`src/rtl/piso_serializer_pkg.sv`:
```
// Shared types and helpers for the PISO serializer slice.
package serializer_pkg;

  typedef enum logic [1:0] {
    S_IDLE,
    S_SHIFT,
    S_PARITY
  } state_t;

  localparam int unsigned DATA_W = 8;

  // Width of a counter that indexes 0..width-1 (never narrower than 1 bit).
  function automatic int unsigned cnt_w(input int unsigned width);
    return (width < 2) ? 1 : $clog2(width);
  endfunction

endpackage

```
`src/rtl/piso_serializer_bit_counter.sv`:
```
// Modulo-WIDTH up-counter with synchronous clear, enable and terminal-count flag.
module bit_counter
  import serializer_pkg::*;
#(
  parameter int unsigned WIDTH = DATA_W
) (
  input  logic                      clk,
  input  logic                      rst,
  input  logic                      clr,
  input  logic                      en,
  output logic [cnt_w(WIDTH)-1:0]   cnt,
  output logic                      last
);

  localparam int unsigned CW = cnt_w(WIDTH);
  localparam logic [CW-1:0] TC = CW'(WIDTH - 1);

  // Count bit positions; clear wins over enable, wrap after the terminal count.
  always_ff @(posedge clk or posedge rst) begin
    if (rst) begin
      cnt <= '0;
    end else if (clr) begin
      cnt <= '0;
    end else if (en) begin
      cnt <= last ? '0 : cnt + CW'(1);
    end
  end

  // Terminal count marks the final data bit of a frame.
  assign last = (cnt == TC);

endmodule

```
`src/rtl/piso_serializer.sv`:
```
// Parallel-in serial-out transmitter with load handshake and back-to-back frames.
// Optional even-parity trailer bit enabled by defining PISO_SERIALIZER_PARITY_EN.
module piso_serializer
  import serializer_pkg::*;
#(
  parameter int unsigned WIDTH     = DATA_W,
  parameter int unsigned LSB_FIRST = 0
) (
  input  logic             clk,
  input  logic             rst,
  input  logic [WIDTH-1:0] PI,
  input  logic             load,
  output logic             ready,
  output logic             SO,
  output logic             sValid,
  output logic             done
);

  localparam int unsigned CW = cnt_w(WIDTH);

  state_t           state;
  logic [WIDTH-1:0] shreg;
  logic [WIDTH-1:0] shreg_nxt;
  logic [CW-1:0]    cnt;
  logic             last_bit;
  logic             frame_end;
  logic             accept;
  logic             out_bit;
  logic             unused_cnt;
`ifdef PISO_SERIALIZER_PARITY_EN
  logic             par;
`endif

  bit_counter #(
    .WIDTH (WIDTH)
  ) u_cnt (
    .clk  (clk),
    .rst  (rst),
    .clr  (accept),
    .en   (state == S_SHIFT),
    .cnt  (cnt),
    .last (last_bit)
  );

  // The top only needs the terminal flag; the raw count stays inside the counter.
  assign unused_cnt = ^cnt;

`ifdef PISO_SERIALIZER_PARITY_EN
  assign frame_end = (state == S_PARITY);
`else
  assign frame_end = (state == S_SHIFT) && last_bit;
`endif

  assign ready  = (state == S_IDLE) || frame_end;
  assign done   = frame_end;
  assign accept = load && ready;
  assign sValid = (state != S_IDLE);

  // Shift toward the output end with zero fill; select the output-end bit.
  always_comb begin
    if (LSB_FIRST != 0) begin
      shreg_nxt = {1'b0, shreg[WIDTH-1:1]};
      out_bit   = shreg[0];
    end else begin
      shreg_nxt = {shreg[WIDTH-2:0], 1'b0};
      out_bit   = shreg[WIDTH-1];
    end
  end

  // Serial output is forced low whenever no valid bit is being sent.
  always_comb begin
    SO = 1'b0;
    if (state == S_SHIFT) begin
      SO = out_bit;
    end
`ifdef PISO_SERIALIZER_PARITY_EN
    else if (state == S_PARITY) begin
      SO = par;
    end
`endif
  end

  // Frame FSM: capture on accepted load (also in the final-bit cycle), shift, optional parity.
  always_ff @(posedge clk or posedge rst) begin
    if (rst) begin
      state <= S_IDLE;
      shreg <= '0;
`ifdef PISO_SERIALIZER_PARITY_EN
      par   <= 1'b0;
`endif
    end else if (accept) begin
      state <= S_SHIFT;
      shreg <= PI;
`ifdef PISO_SERIALIZER_PARITY_EN
      par   <= ^PI;
`endif
    end else begin
      case (state)
        S_IDLE: state <= S_IDLE;
        S_SHIFT: begin
          shreg <= shreg_nxt;
          if (last_bit) begin
`ifdef PISO_SERIALIZER_PARITY_EN
            state <= S_PARITY;
`else
            state <= S_IDLE;
`endif
          end
        end
        S_PARITY: state <= S_IDLE;
        default:  state <= S_IDLE;
      endcase
    end
  end

endmodule

```
`config.mk`:
```
export PLATFORM = sky130hd
export DESIGN_NAME = piso_serializer
export DESIGN_NICKNAME = d
export VERILOG_FILES = /design/src/rtl/piso_serializer_pkg.sv /design/src/rtl/piso_serializer_bit_counter.sv /design/src/rtl/piso_serializer.sv
export SDC_FILE = /design/constraint.sdc
export NUM_CORES = 1
export LEC_CHECK = 0
export CAP_MARGIN = 20
export CORE_MARGIN = 8
export CORE_UTILIZATION = 40
export CTS_CLUSTER_SIZE = 16
export DETAILED_ROUTE_END_ITERATION = 16
export PLACE_DENSITY = 0.73
export SYNTH_ARGS = -nofsm -noshare
export SYNTH_HDL_FRONTEND = slang
export SYNTH_HIERARCHICAL = 1
export SYNTH_SLANG_ARGS = --single-unit
```
`constraint.sdc`:
```
create_clock -name clk -period 1.4 [get_ports clk]
set_input_delay 0.28 -clock clk [delete_from_list [all_inputs] [get_ports clk]]
set_output_delay 0.28 -clock clk [all_outputs]
set_load 0.03 [all_outputs]
```
==> results of run 1 <==
## cells by family after synthesis
kind of cell	count (synthesis)	share of synthesized area
adder cells (fa/ha/maj)	2	0.0402
AND/OR/NAND/NOR	24	0.199
multiplexers	2	0.0321
AO/OA/AOI/OAI	12	0.175
buffers and inverters	6	0.0723
flip-flops	12	0.482
## per-layer routing
metal	vias up	part of all wire	wire (µm)
met5	-	0	0
met4	0	0.028	44
met3	4	0.051	79
met2	10	0.52	803
met1	249	0.40	626
li1	253	-	-
## worst min path at each step
stage	startpoint	end	slack, ps	cells past startpoint
floorplan	rst	u_cnt/cnt[0]	30	1
CTS	rst	u_cnt/cnt[2]	180	2
detailed placement	shreg[4]	shreg[5]	470	2
finish	rst	u_cnt/cnt[2]	170	2
global placement	shreg[3]	shreg[4]	460	2
global route	rst	u_cnt/cnt[2]	210	2
## sequential cells by signal (all words and copies together), names as in the netlist
register,count
u_cnt/cnt,3
state,1
shreg,8
## cell usage after synthesis
master and count:
dfrtp_1 12, nand2_1 11, a32oi_1 5, buf_6 3, inv_1 3, nand2b_1 3
nor2_1 3, a211o_1 2, and2_1 2, ha_1 2, mux2i_1 2, nor2b_1 2
o221a_1 2, a21boi_2 1, a21oi_2 1, nand2b_4 1, nand3_1 1, o21ai_0 1
or3b_1 1
## repair_timing
action,in CTS,in global routing
setup buffers,4,1
gates resized for setup,9,4
pin swaps,6,3
endpoints found under the setup margin,7,13
## power by group through the flow
stage | logic [mW] | clock network [mW] | registers (mW)
floorplan | 0.504 | 0 | 0.571
global placement | 0.664 | 0 | 0.591
detailed placement | 0.689 | 0 | 0.595
CTS | 0.831 | 0.289 | 0.584
global route | 0.943 | 0.309 | 0.608
finish | 0.870 | 0.287 | 0.593
## final cells by class
type | count | area (µm²) | share of cell area
Multi-Input combinational cell | 40 | 325 | 0.362
Sequential cell | 12 | 302 | 0.335
Clock buffer | 4 | 36.3 | 0.0403
Inverter | 3 | 11.3 | 0.0125
Tap cell | 16 | 20.0 | 0.0223
Timing Repair Buffer | 23 | 205 | 0.228
==> impl_metrics.ini, run 1 <==
[placement]
dp.cells = 90
dp_hpwl_um = 1020
gp_congestion = 0.722
portBuffers = 14
place_area_um2 = 779
place_worst_setup_slack_ps = -97.1

[critical_path]
slowest_delay_ps = 390
cp-startpoint = u_cnt/cnt[1]
reg2reg_setup_slack_ps = -80
ff2ff_path_depth = 7
r2r-end = shreg[0]
worstSetupStartpointType = register
path_max_fanout = 4
cp_data_required_time_ps = 1120
path_buf_inv = 1
r2r_start = u_cnt/cnt[1]
crit_end = ready
cpLargestDelayFamily = flip-flops
crit_path_end_kind = output pin
crit_arrival_ps = 1320
critPathSlowestCell = dfrtp_1
cp.depth = 4
crit_chain = ha_2 > ha_4 > nand2b_4 > buf_6
worst-setup-path-type = register to output pin

[timing]
tns_ps = -750
post-route-period-util = 1.14
fmax_mhz = 626
fin_crit_ps = 1600
worst_pin_slew_ps = 425
maxSlewViolCount = 0
setup_viol = 11
clock_skew_ps = 11.5
rsz0062_at_grt = yes
setup_slack_ps = -197
finalHoldViolCount = 0
timing.slew.headroom = 0.716
fin_hold_ws_ps = 172

[synthesis]
netlist_area_um2 = 623
synthTopCellsByArea = dfrtp_1 (48%), a32oi_1 (7.0%), nand2_1 (6.6%), buf_6 (5.4%), ha_1 (4.0%)
syn-num-nets = 71
ys_ff_latch = 12
ys_types = 19
synth.avg_cell_area_um2 = 10.7
yosys.area.top_type = dfrtp_1
yosysWarnings = 6
synth_top_area_frac = 0.482
synth.yosys.seq_area_share = 0.482
netlist_instances = 58

[floorplanning]
io_pins = 15
dieWidth_um = 55.5
die-area_mm2 = 0.00308
die_h_um = 55.5
core-area_mm2 = 0.00149
fp-row-count = 14
initial_core_util = 0.418

[hold_path]
hp-class = primary input to asynchronous set/reset pin

[power]
combPwrFrac = 0.497
p_int_mw = 1.08
p_leak_nw = 0.453
power_mw = 1.75
power_density_mw_per_mm2 = 1950
p_seq_frac = 0.339
netSwitchingFraction = 0.383
max-vdd-ir-drop_mv = 1.02
power.switching_uw = 670
power_frac_clock = 0.164

[cells_and_area]
n_fill_cell = 115
fin_util = 0.604
drive_above_1_share = 0.341
most-common-layout-cells = buf_4 (11), dfrtp_1 (11), nand2_1 (10), clkdlybuf4s50_1 (10)
antenna_cells = 0
final_cells = 98
nets = 96
synthToLayoutAreaGrowth_pct = 44.4
design_area_um2 = 900

[detailed_routing]
dr.pass1.iters = 3
wl_um = 1550
antenna_left = 0
drt_drc_violations_left = 0
viasPerCell = 5.27
vias = 516
drt_iter0_drc = 6
wl_per_cell_um = 15.8

[cts]
clk_pin_slew_worst_paths_ps = 90
cts_tree = done
clockRootBuffer = clkbuf_4
cts_buffer_depth = 2
worstSkewPairLatency_ps = 280
clock_sinks = 12
htreeDepth = 1
hold_buffers = 0
cts_made_buffers = 3

[outcome]
failed_checks = setup timing
status = finished, violations left

[grt]
grt_max_degree = 10
grt.busiest_layer = met2
grt_pass1_wl_um = 2620
first_global_vias = 567
gr-usage-all-layers = 0.104
grt_antenna_before_repair = 0
grtUsageMet3 = 0.0297
met2_usage = 0.176
overflow = 0
grt_use_met1 = 0.113

[flow_run]
cap_viol_max_count = 0
(Power assumes the default switching activity.)
==> inputs of run 2 (changes only) <==
--- a/config.mk
+++ b/config.mk
@@ -6,6 +6,7 @@
 export NUM_CORES = 1
 export LEC_CHECK = 0
 export CAP_MARGIN = 20
+export CORE_ASPECT_RATIO = 0.9
 export CORE_MARGIN = 8
 export CORE_UTILIZATION = 40
 export CTS_CLUSTER_SIZE = 16
@@ -15,3 +16,4 @@
 export SYNTH_HDL_FRONTEND = slang
 export SYNTH_HIERARCHICAL = 1
 export SYNTH_SLANG_ARGS = --single-unit
+export TNS_END_PERCENT = 1
==> impl_metrics.ini, run 2 (synthesized netlist as in run 1, its figures left out) <==
[outcome]
status = finished, violations left
failed_checks = setup timing

[floorplanning]
dieWidth_um = 57.6
core-area_mm2 = 0.00145
die_h_um = 53.4
die-area_mm2 = 0.00308
fp-row-count = 13
io_pins = 15
initial_core_util = 0.430

[timing]
fin_hold_ws_ps = 188
maxSlewViolCount = 0
fin_crit_ps = 1600
setup_viol = 13
tns_ps = -936
timing.slew.headroom = 0.759
finalHoldViolCount = 0
fmax_mhz = 624
clock_skew_ps = 8.19
setup_slack_ps = -202
rsz0062_at_grt = yes
worst_pin_slew_ps = 361
post-route-period-util = 1.14

[cts]
clk_pin_slew_worst_paths_ps = 80
worstSkewPairLatency_ps = 280
cts_buffer_depth = 2
clockRootBuffer = clkbuf_4
clock_sinks = 12
htreeDepth = 1
cts_tree = done
cts_made_buffers = 3

[critical_path]
slowest_delay_ps = 390
cpLargestDelayFamily = flip-flops
r2r-end = shreg[4]
worstSetupStartpointType = register
cp_data_required_time_ps = 1120
ff2ff_path_depth = 7
critPathSlowestCell = dfrtp_1
path_max_fanout = 4
path_buf_inv = 1
crit_arrival_ps = 1320
r2r_start = u_cnt/cnt[0]
crit_chain = ha_2 > ha_4 > nand2b_4 > buf_6
worst-setup-path-type = register to output pin
reg2reg_setup_slack_ps = -90
crit_path_end_kind = output pin

[cells_and_area]
nets = 96
synthToLayoutAreaGrowth_pct = 37.1
most-common-layout-cells = buf_4 (11), dfrtp_1 (11), nand2_1 (10), clkdlybuf4s50_1 (10), a32oi_1 (5)
antenna_cells = 0
design_area_um2 = 855
largest_reg_flops = 8
fin_util = 0.590
final_cells = 96
drive_above_1_share = 0.284
top_register = shreg
top_regs = shreg x8, u_cnt/cnt x3, state x1

[detailed_routing]
wl_per_cell_um = 14.7
antenna_left = 0
drt_iter0_drc = 4
wl_um = 1420
drt_drc_violations_left = 0
dr.pass1.iters = 4
viasPerCell = 5.40
vias = 518

[placement]
portBuffers = 14
gp_congestion = 0.753
dp.cells = 90
place_area_um2 = 786
dp_hpwl_um = 1030
place_worst_setup_slack_ps = -70.1

[power]
power_mw = 1.62
power.switching_uw = 607
combPwrFrac = 0.495
power_frac_clock = 0.134
p_leak_nw = 0.425
power_density_mw_per_mm2 = 1890
p_seq_frac = 0.371
netSwitchingFraction = 0.376
max-vdd-ir-drop_mv = 0.933
p_int_mw = 1.01

[grt]
overflow = 0
first_global_vias = 509
gr-usage-all-layers = 0.109
grt_antenna_before_repair = 0
grt_pass1_wl_um = 2500
grt_max_degree = 16

[flow_run]
cap_viol_max_count = 0

[hold_path]
hp-class = primary input to asynchronous set/reset pin
-- run 2: per-layer routing --
metal	up-vias	track usage	part of all wire
li1	250	-	-
met1	251	0.131	0.45
met5	-	0	0
met4	0	0.0747	0.025
met3	5	0.0362	0.050
met2	12	0.163	0.47
-- run 2: layout make-up --
cell class              instances  area (µm²)
flip-flops and latches         12         302
well taps                      15        18.8
fillers                       128         593
repair buffers                 23         205
multi-input cells              40         295
inverters                       3        11.3
clock buffers                   3        22.5
-- run 2: power groups by stage --
stage          combinational (mW)  clock (mW)  sequential [mW]
5_1_grt                     0.900       0.235            0.623
2_1_floorplan               0.504           0            0.571
6_report                    0.800       0.216            0.600
3_5_place_dp                0.693           0            0.597
3_3_place_gp                0.669           0            0.586
4_1_cts                     0.779       0.227            0.599
-- run 2: repair_timing --
item,4_1_cts,5_1_grt
gates resized for setup,6,0
endpoints found under the hold margin,0,0
hold buffers,0,0
pin swaps,1,1
setup endpoints to repair,14,14
buffers inserted,2,1
-- run 2: worst max-delay path by stage --
stage / depth (start not counted) / from / to / slack, ps
3_5_place_dp: 4 / u_cnt/cnt[0] / ready / -70
4_1_cts: 4 / u_cnt/cnt[1] / ready / -210
6_report: 4 / u_cnt/cnt[0] / ready / -200
2_1_floorplan: 6 / u_cnt/cnt[0] / shreg[7] / 10
3_3_place_gp: 4 / u_cnt/cnt[0] / ready / -30
5_1_grt: 4 / u_cnt/cnt[1] / ready / -250
==> inputs of run 3 (changes only) <==
==> constraint.sdc (replaced) <==
create_clock -name clk -period 1.3 [get_ports clk]
set_input_delay 0.26 -clock clk [delete_from_list [all_inputs] [get_ports clk]]
set_output_delay 0.26 -clock clk [all_outputs]
set_load 0.03 [all_outputs]
==> impl_metrics.ini, run 3 (synthesized netlist as in run 1, its figures left out) <==
[cells_and_area]
fin_util = 0.605
antenna_cells = 0
register_area_um2 = 302
multiInputGateArea_um2 = 318
final_common_cell = dfrtp_1
top_register = shreg
top_regs = shreg x8, u_cnt/cnt x3, state x1
most-common-layout-cells = dfrtp_1 (11), nand2_1 (10), clkdlybuf4s50_1 (10)
synthToLayoutAreaGrowth_pct = 40.6
design_area_um2 = 876
largest_reg_flops = 8
drive_above_1_share = 0.325
nets = 95
n_fill_cell = 131

[timing]
finalHoldViolCount = 0
fmax_mhz = 641
worst_pin_slew_ps = 376
timing.slew.headroom = 0.748
rsz0062_at_grt = yes
setup_slack_ps = -260
clock_skew_ps = 6.40
setup_viol = 14
fin_crit_ps = 1560
maxSlewViolCount = 0
post-route-period-util = 1.20

[critical_path]
slowest_delay_ps = 380
crit_arrival_ps = 1300
critPathSlowestCell = dfrtp_1
crit_chain = ha_2 > ha_4 > nand2b_4 > buf_6
cp_data_required_time_ps = 1040
worst-setup-path-type = register to output pin
worstSetupStartpointType = register
path_max_fanout = 4
crit_path_end_kind = output pin

[power]
power_density_mw_per_mm2 = 2100
max-vdd-ir-drop_mv = 1.08
p_leak_nw = 0.430

[detailed_routing]
antenna_left = 0
drt_drc_violations_left = 0
wl_per_cell_um = 15.0
vias = 514
wl_um = 1420
drt_iter0_drc = 9
viasPerCell = 5.41
dr.pass1.iters = 4

[floorplanning]
die_h_um = 53.4
core-area_mm2 = 0.00145
dieWidth_um = 57.6
io_pins = 15
die-area_mm2 = 0.00308
fp-row-count = 13
initial_core_util = 0.430

[flow_run]
cap_viol_max_count = 0

[placement]
place_worst_setup_slack_ps = -153
place_area_um2 = 783
gp_congestion = 0.725
portBuffers = 14
dp_hpwl_um = 1010

[grt]
gr-usage-all-layers = 0.0941
grt.busiest_layer = met2
grt_pass1_wl_um = 2130
grtUsageMet3 = 0.0435
grt_use_met1 = 0.0888
grt_antenna_before_repair = 0
grt_max_degree = 15
overflow = 0
met2_usage = 0.159
first_global_vias = 498

[cts]
cts_tree = done
htreeDepth = 1
clockRootBuffer = clkbuf_4
worstSkewPairLatency_ps = 270
cts_buffer_depth = 2
cts_made_buffers = 3
clk_pin_slew_worst_paths_ps = 60
hold_buffers = 0
clock_sinks = 12

[outcome]
status = finished, violations left
failed_checks = setup timing

[hold_path]
hp-class = primary input to asynchronous set/reset pin
run 3: cell count changes in the layout (fill, tap and decap cells not counted), sizes merged:
cell,delta
buf,-1
run 3: layout make-up:
class | instances | share of cell area
Sequential cell | 12 | 0.344
Tap cell | 15 | 0.0214
Inverter | 3 | 0.0157
Timing Repair Buffer | 22 | 0.230
Multi-Input combinational cell | 40 | 0.363
Clock buffer | 3 | 0.0257
run 3: what timing repair did:
action	in CTS	in global routing
buffers inserted	3	1
pin swaps	5	5
endpoints found under the setup margin	14	15
gates resized for setup	5	7
run 3: final timing paths:
kind                               from      endpoint  slack, ps  depth (start not counted)
setup / recovery           u_cnt/cnt[1]         ready       -260                          4
hold / removal                      rst  u_cnt/cnt[2]        180                          2
setup reg to reg           u_cnt/cnt[1]      shreg[4]       -220                          7
hold reg to reg                shreg[6]      shreg[7]        480                          2
max in group asynchronous           rst      state[0]        750                          2
min in group clk               shreg[6]      shreg[7]        480                          2
run 3: layer usage:
metal	part of all wire	wire length, µm
met4	0.025	35
met2	0.52	742
met1	0.40	568
met3	0.053	75
met5	0	0
run 3: critical path: cells and delay by family, from the launching register on:
| kind | cells | cell delay, ps |
|---|---|---|
| adders and majority gates | 2 | 360 |
| and+or+nand+nor | 1 | 150 |
| DFF | 1 | 380 |
| buffers and inverters | 1 | 140 |
run 3: through the flow:
stage / hold slack (ps) / setup TNS [ps] / total power [mW] / cells
floorplan: 13.6 / -368 / 1.20 / 58
global placement: 463 / -830 / 1.37 / 88
detailed placement: 467 / -1110 / 1.40 / 88
CTS: 176 / -1540 / 1.72 / 94
global route: 190 / -3350 / 1.97 / 95
finish: 179 / -2260 / 1.84 / 95
run 3: power by group:
part | internal, mW | switching, mW
Clock | 0.107 | 0.109
Combinational | 0.511 | 0.462
Sequential | 0.525 | 0.124
Total | 1.14 | 0.695
